## config.mk

```make
export PLATFORM = sky130hd
export DESIGN_NAME = make_chars
export DESIGN_NICKNAME = d
export VERILOG_FILES = /design/src/rtl/make_chars.sv
export SDC_FILE = /design/constraint.sdc
export NUM_CORES = 1
export LEC_CHECK = 0
export ABC_AREA = 1
export BUFFER_PORTS_ARGS = -buffer_cell sky130_fd_sc_hd__buf_2
export CORE_MARGIN = 5
export CORE_UTILIZATION = 53
export DETAILED_ROUTE_END_ITERATION = 16
export PLACE_DENSITY = 0.78
export SLEW_MARGIN = 5
export SYNTH_ARGS = -nofsm -noshare
export SYNTH_HDL_FRONTEND = slang
export SYNTH_SLANG_ARGS = --single-unit
```

## constraint.sdc

```tcl
create_clock -name clk -period 1.26 [get_ports clk]
set_input_delay 0.189 -clock clk [delete_from_list [all_inputs] [get_ports clk]]
set_output_delay 0.189 -clock clk [all_outputs]
set_load 0.01 [all_outputs]
```

## src/rtl/make_chars.sv

```systemverilog
// Prints a latched byte as two ASCII hex characters into a UART TX FIFO,
// optionally followed by CR/LF when MAKE_CHARS_CRLF_EN is defined.
module make_chars #(
  parameter int unsigned HEX_UPPER = 1
) (
  input  logic       clk,
  input  logic       rst,
  input  logic [7:0] value,
  input  logic       send,
  input  logic       tx_full,
  output logic [7:0] tx_data,
  output logic       wr_en,
  output logic       busy,
  output logic       done
);

  localparam int unsigned DW = 8;
  localparam logic [DW-1:0] DIGIT_BASE  = 8'h30;
  // Offset so that nibble 0xA lands on 'A' (0x41) or 'a' (0x61).
  localparam logic [DW-1:0] LETTER_BASE = (HEX_UPPER != 0) ? 8'h37 : 8'h57;

  typedef enum logic [2:0] {
    IDLE = 3'd0,
    HI   = 3'd1,
    LO   = 3'd2,
    CR   = 3'd3,
    LF   = 3'd4
  } state_t;

  state_t        state_q, state_d;
  state_t        next_c;
  logic [DW-1:0] val_q, val_d;
  logic [DW-1:0] tx_data_q, tx_data_d;
  logic          wr_en_q, wr_en_d;
  logic          busy_q, busy_d;
  logic          done_q, done_d;
  logic [DW-1:0] char_c;

  function automatic logic [DW-1:0] nib_char(input logic [3:0] nib);
    if (nib < 4'hA) nib_char = DIGIT_BASE + DW'(nib);
    else            nib_char = LETTER_BASE + DW'(nib);
  endfunction

  // Character for the current state and the state that follows it.
  always_comb begin
    char_c = '0;
    next_c = IDLE;
    case (state_q)
      HI: begin
        char_c = nib_char(val_q[7:4]);
        next_c = LO;
      end
      LO: begin
        char_c = nib_char(val_q[3:0]);
`ifdef MAKE_CHARS_CRLF_EN
        next_c = CR;
`else
        next_c = IDLE;
`endif
      end
`ifdef MAKE_CHARS_CRLF_EN
      CR: begin
        char_c = 8'h0D;
        next_c = LF;
      end
      LF: begin
        char_c = 8'h0A;
        next_c = IDLE;
      end
`endif
      default: begin
        char_c = '0;
        next_c = IDLE;
      end
    endcase
  end

  // Write when FIFO has room and no write is in flight; advance after the write cycle.
  always_comb begin
    state_d   = state_q;
    val_d     = val_q;
    tx_data_d = tx_data_q;
    wr_en_d   = 1'b0;
    done_d    = 1'b0;
    case (state_q)
      IDLE: begin
        if (send) begin
          val_d   = value;
          state_d = HI;
        end
      end
      default: begin
        if (wr_en_q) begin
          state_d = next_c;
          done_d  = (next_c == IDLE);
        end else if (!tx_full) begin
          wr_en_d   = 1'b1;
          tx_data_d = char_c;
        end
      end
    endcase
    busy_d = (state_d != IDLE);
  end

  always_ff @(posedge clk) begin
    if (rst) begin
      state_q   <= IDLE;
      val_q     <= '0;
      tx_data_q <= '0;
      wr_en_q   <= 1'b0;
      busy_q    <= 1'b0;
      done_q    <= 1'b0;
    end else begin
      state_q   <= state_d;
      val_q     <= val_d;
      tx_data_q <= tx_data_d;
      wr_en_q   <= wr_en_d;
      busy_q    <= busy_d;
      done_q    <= done_d;
    end
  end

  assign tx_data = tx_data_q;
  assign wr_en   = wr_en_q;
  assign busy    = busy_q;
  assign done    = done_q;

endmodule

```

==> results by group, run 1 <==
Outcome
  • Outcome: complete, no violations

Floorplan
  • Num rows: 16
  • # IOs: 23
  • Die Area: 3060 um^2
  • Starting Density: 0.555
  • Die X: 55.3 um
  • Core footprint: 1960 um^2
  • Die Ht: 55.3 um

Drt
  • DR iter-0 viols: 19
  • Post-DRT Antenna Nets: 0
  • DRC violations left: 0
  • Vias: 1,024
  • Drt pass-1 iters: 4
  • Via-to-Cell Ratio: 5.02
  • Wire length per cell: approximately 11 um
  • Detailed-route wire length: 2.23 mm

Clock tree
  • CTS sink cnt: 21
  • Hold_buf cts: 0
  • CTS tree: done
  • Post-CTS Setup Bufs: 0
  • Clock Latency Late Sink: 0.31 ns
  • Clock slew seen by the registers of the worst setup and hold paths: 0.12 ns
  • Root buf cell: clkbuf_4
  • Inserted Clock Buffers: 3
  • CTS resizes: 0
  • Max Root-Sink Buffers: 2
  • Htree depth: 1

Pwr
  • Register share of total power: 0.537
  • Tot Pwr: around 1.4 mW
  • Peak supply drop: 0.000825 V
  • Clock share of power: 0.236
  • Sw frac: 0.317
  • NetSw: approximately 0.44 mW
  • Comb power frac: 0.227
  • Int Power: 0.953 mW
  • LEAKAGE: 0.625 nW
  • Pwr dens: 1120 nW/um^2

Synth
  • Post-Synth XOR/XNOR Area: 0
  • Mux cell area share after synthesis: 0
  • Primary FF master, synth: dfxtp_1
  • Adder-Cell Fraction of Synth Area: 0.0230
  • Post-synth cell types: 24
  • Synth Area in Simple Gates: 0.351
  • #FFs+latches synth: 21
  • Number of flops mapped to enable cells by yosys: 0
  • Yosys warnings: 0
  • Syn avg cell area: 7.07 um^2
  • Mapped Nets: 168
  • Complex-gate fraction of the synthesized area: 0.114
  • Largest family of logic cells by synthesized area: simple AND/OR/NAND/NOR gates
  • Ys async rst share: 0
  • Sequential share of the synthesized area: 0.386
  • Synthesized cell area: 1090 um^2
  • Gate Count Post-Synth: about 150

Placement
  • RD Place Congestion: 0.840
  • Post-Place Cell Area: about 1200 um^2
  • HPWL Detailed: 1.74 mm
  • Port bufs: 21

GRT
  • Vias in the first global route: 934
  • First-pass GRT wire length: just under 4 mm
  • Initial antenna violation count: 0
  • Total gr overflow: 0
  • Global Route Usage Sum: 0.154
  • Largest net degree at the start of global routing: 17

Layout
  • Post-route cell area: 1240 um^2
  • Area of the multi-input gates: 544 um^2
  • Share of cells above drive strength 1: 0.282
  • Net count, final: 192
  • Reg area: 429 um^2
  • Layout fillers: between 200 and 250
  • P&R area growth vs syn: 14.3%
  • # diodes: 0
  • End-of-flow core utilization: 0.634

Min path
  • Hold crit path type: primary input to flop

Setup path
  • CP Class: flop to flop
  • Worst EP arrival: about 1.4 ns
  • R2r setup slk: approximately 0.11 ns
  • Worst EP required: between 1 and 1.5 ns
  • Crit path cell chain: nor2_2, nand2_2, inv_4, nor2_8, nand3_1, nand2_1, inv_1
  • Worst Setup End Kind: flop
  • Max FO, Critical Path: 14
  • CP max stage delay: 0.43 ns
  • Startpoint Class: flop
  • Crit-path slowest cell: dfxtp_1

STA
  • Crit share post-route: 0.913
  • Maximum clock frequency: between 0.8 and 0.9 GHz
  • Final Hold Fails: 0
  • Post-layout min period: 1.15 ns
  • Clk_skew: between 0.002 and 0.0025 ns
  • Setup TNS: 0 ns
  • Slew Viols, Final: 0
  • RSZ-0062 raised after global routing: yes
  • Final setup viols: 0

Run
  • MaxCap Viol Count: 0
cells by family after synthesis:
kind of cell	count (synthesis)
adder cells (fa/ha/maj)	2
AO/OA/AOI/OAI	24
buffers and inverters	27
other	1
flip-flops	21
AND/OR/NAND/NOR	79
flip-flops by register name, summed over array words and instances, names as in the netlist:
name,count
busy,1
done,1
state_q,3
tx_data,7
val_q,8
wr_en,1
layer usage:
metal	GRT usage	wire, um	vias up
met5	0	0	-
li1	-	-	533
met3	0.0350	128	10
met4	0.0799	65	0
met2	0.257	1090	31
met1	0.182	946	450
power groups by stage:
stage          Combinational (mW)  Sequential (mW)  Clock (mW)
6_report                    0.317            0.749       0.329
5_1_grt                     0.361            0.756       0.371
4_1_cts                     0.311            0.745       0.339
3_5_place_dp                0.310            0.760           0
3_3_place_gp                0.300            0.758           0
2_1_floorplan               0.223            0.771           0
cell usage after synthesis (2+ instances only):
master | n | area (um^2)
nand2_1 | 32 | 120
dfxtp_1 | 21 | 420
inv_1 | 21 | 78.8
nor2_1 | 18 | 67.6
nand3_1 | 16 | 80.1
a21oi_1 | 13 | 65.1
o21ai_0 | 8 | 40.0
nor2_2 | 5 | 31.3
buf_6 | 2 | 22.5
ha_1 | 2 | 25.0
nand2_4 | 2 | 22.5
o21ai_1 | 2 | 10.0
cell usage in the layout, fill, tap and decap left out, types with 2 or more instances in the layout:
cell type	count
nand3_1	16
dfxtp_2	4
a21oi_1	13
nand2_4	2
nor2_2	7
nand2_1	31
dfxtp_1	16
nand2_2	2
inv_2	2
buf_4	2
inv_1	20
o21ai_0	8
o21ai_1	2
nor2_1	16
buf_2	21
clkbuf_4	3
cell type report:
type                       count  area share
clock buffer                   3      0.0181
sequential                    21       0.345
inverter                      23      0.0714
multi-input combinational    106       0.438
tap                           27      0.0272
timing repair buffer          23      0.0966
clock inverter                 1     0.00402
metrics by stage:
step / worst slack [ns] / hold WS [ns] / instances
after floorplan: 0.179 / 0.268 / 154
after global placement: 0.0702 / 0.458 / 200
after detailed placement: 0.0544 / 0.467 / 200
after CTS: 0.0338 / 0.138 / 204
after global routing: -0.0352 / 0.125 / 204
final: 0.109 / 0.138 / 204
final timing paths:
kind	startpoint	endpoint	depth (start not counted)
setup / recovery	state_q[2]	tx_data[0]	7
hold / removal	value[3]	val_q[3]	3
setup reg to reg	state_q[2]	tx_data[0]	7
hold reg to reg	val_q[3]	val_q[3]	2
worst max-delay path: cells and delay by family, from the launching register on:
| family | cells | cell delay [ns] |
|---|---|---|
| buffers and inverters | 2 | 0.09 |
| DFF | 1 | 0.43 |
| and+or+nand+nor | 5 | 0.54 |
Note: power is estimated with default switching activity, not from simulation.
==> run 2, diff against run 1 <==
--- a/config.mk
+++ b/config.mk
@@ -7,11 +7,12 @@
 export LEC_CHECK = 0
 export ABC_AREA = 1
 export BUFFER_PORTS_ARGS = -buffer_cell sky130_fd_sc_hd__buf_2
-export CORE_MARGIN = 5
+export CORE_MARGIN = 1.5
 export CORE_UTILIZATION = 53
 export DETAILED_ROUTE_END_ITERATION = 16
-export PLACE_DENSITY = 0.78
+export PLACE_DENSITY_LB_ADDON = 0.08
 export SLEW_MARGIN = 5
 export SYNTH_ARGS = -nofsm -noshare
 export SYNTH_HDL_FRONTEND = slang
 export SYNTH_SLANG_ARGS = --single-unit
+export TNS_END_PERCENT = 1
==> run 2 against run 1 <==
  * Routed wire length decreased by 1.9%
  * Largest power group unchanged
  * Non-clock buffer count unchanged
  * Final area decreased by 0.40%
==> results by group, run 2 (synthesized netlist as in run 1, its figures left out) <==
Outcome
  • Outcome: complete, no violations

STA
  • RSZ-0062 raised after global routing: yes
  • Slew Viols, Final: 0 (unchanged)
  • Setup TNS: 0 ns (unchanged)
  • Crit share post-route: 0.947 (+0.0340)
  • Clk_skew: 0.0114 ns (+0.00905 ns)
  • Final Hold Fails: 0 (unchanged)
  • Final setup viols: 0 (unchanged)
  • Post-layout min period: 1.19 ns (+0.0429 ns)
  • Maximum clock frequency: 0.838 GHz (-3.6%)

Setup path
  • Max FO, Critical Path: 4 (-10)
  • Worst Setup SP: val_q[5]
  • Worst EP required: 1.48 ns (about the same)
  • Reg2Reg Launch Point: val_q[5]
  • Crit path capture: tx_data[6]
  • Worst Setup End Kind: flop
  • Worst r2r path cells: 9 (+2)
  • R2r setup slk: 0.07 ns (-0.04 ns)
  • RR Endpoint: tx_data[6]
  • Worst EP arrival: 1.41 ns (+0.03 ns)
  • Startpoint Class: flop
  • CP Class: flop to flop

Drt
  • Post-DRT Antenna Nets: 0 (unchanged)
  • Wire length per cell: 10.7 um (-1.9%)
  • Via-to-Cell Ratio: 4.99 (-0.68%)
  • DRC violations left: 0 (unchanged)
  • Drt pass-1 iters: 4 (unchanged)
  • Vias: 1,017 (-0.68%)
  • DR iter-0 viols: 18 (-1)
  • Detailed-route wire length: 2.19 mm (-1.9%)

Layout
  • Biggest register: val_q
  • Post-route cell area: 1240 um^2 (-0.40%)
  • Most frequent cells in the layout: 31 x nand2_1, 21 x inv_1, 21 x buf_2
  • Most common cell after layout, fill and taps aside: nand2_1
  • Layout fillers: 189 (-6.9%)
  • Share of cells above drive strength 1: 0.260 (-0.0226)
  • Max reg flops: 8 (unchanged)
  • P&R area growth vs syn: 13.8%
  • # diodes: 0 (unchanged)
  • Net count, final: 192 (unchanged)

Floorplan
  • Die Ht: 48.3 um (-13%)
  • Starting Density: 0.561 (+0.00572)
  • Num rows: 16 (unchanged)
  • Die X: 48.3 um (-13%)
  • Die Area: 2330 um^2 (-24%)
  • Core footprint: 1940 um^2 (-1.0%)
  • # IOs: 23 (unchanged)

GRT
  • Vias in the first global route: 891 (-4.6%)
  • Largest net degree at the start of global routing: 17 (unchanged)
  • Global Route Usage Sum: 0.211 (+0.0572)
  • First-pass GRT wire length: 3.86 mm (-0.34%)
  • Initial antenna violation count: 0 (unchanged)
  • Total gr overflow: 0 (unchanged)

Clock tree
  • Htree depth: 1 (unchanged)
  • CTS tree: done
  • Max Root-Sink Buffers: 2 (unchanged)
  • Inserted Clock Buffers: 3 (unchanged)
  • Root buf cell: clkbuf_4
  • CTS sink cnt: 21 (unchanged)
  • Hold_buf cts: 0 (unchanged)
  • CTS resizes: 0 (unchanged)
  • Clock slew seen by the registers of the worst setup and hold paths: 0.12 ns (about the same)
  • Post-CTS Setup Bufs: 0 (unchanged)
  • Clock Latency Late Sink: 0.31 ns (about the same)

Pwr
  • Sw frac: 0.316 (-0.000995)
  • Peak supply drop: 0.000824 V (about the same)
  • Comb power frac: 0.227 (about the same)
  • Pwr dens: 1120 nW/um^2 (about the same)
  • Register share of total power: 0.536 (about the same)
  • LEAKAGE: 0.624 nW (-0.11%)
  • NetSw: 0.440 mW (-0.71%)
  • Int Power: 0.951 mW (-0.25%)
  • Clock share of power: 0.237 (about the same)

Placement
  • Post-Place Cell Area: 1200 um^2 (unchanged)
  • Port bufs: 21 (unchanged)
  • HPWL Detailed: 1.67 mm (-4.1%)
  • RD Place Congestion: 0.847 (+0.86%)

Run
  • MaxCap Viol Count: 0 (unchanged)

Min path
  • Hold crit path type: primary input to flop
==> run 2: cell counts in the layout (fill, tap and decap cells not counted) <==
No cell type changed its count.
==> run 2: layout make-up <==
type / instances / area (um^2) / area share
flip-flops and latches: 21 / 427 / 0.344
inverters: 23 / 88.8 / 0.0717
clock buffers: 3 / 22.5 / 0.0182
well taps: 27 / 33.8 / 0.0273
repair buffers: 23 / 120 / 0.0970
multi-input cells: 106 / 542 / 0.437
clock inverters: 1 / 5.00 / 0.00404
==> run 2: per-stage QoR <==
step	worst slack [ns]	total power, mW	util	hold slack (ns)	std cells
floorplan	0.179	0.994	-	0.268	154
global placement	0.0531	1.06	0.617	0.454	200
detailed placement	0.0438	1.07	0.617	0.460	200
CTS	0.0155	1.40	0.631	0.124	204
global route	-0.0272	1.49	0.638	0.148	204
finish	0.0662	1.39	0.638	0.134	204
==> run 2: worst max-delay path: stages (launching register included) <==
cell	delay [ns]
dfxtp_2	0.34
inv_1	0.11
ha_2	0.21
inv_1	0.04
nor2_1	0.12
nor2_1	0.06
nand2_1	0.05
nand3_1	0.07
nand2_1	0.07
inv_1	0.03
==> run 2: worst min path at each step <==
stage | end | cells past startpoint | startpoint | slack (ns)
floorplan | done | 1 | rst | 0.27
global placement | val_q[3] | 3 | value[3] | 0.45
detailed placement | val_q[3] | 2 | val_q[3] | 0.46
CTS | val_q[7] | 3 | value[7] | 0.12
global route | val_q[7] | 3 | value[7] | 0.15
finish | val_q[7] | 3 | value[7] | 0.13
==> run 2: power by group through the flow <==
stage                     sequential, mW  combinational, mW  clock, mW
after floorplan                    0.771              0.223          0
after global placement             0.758              0.301          0
after detailed placement           0.761              0.308          0
after CTS                          0.746              0.310      0.346
after global routing               0.754              0.358      0.375
final                              0.746              0.315      0.329
==> run 2: routing by layer <==
metal / GRT usage / wire, um
met3: 0.0370 / 66
met5: 0 / 0
met4: 0.100 / 42
met1: 0.260 / 1020
met2: 0.359 / 1060
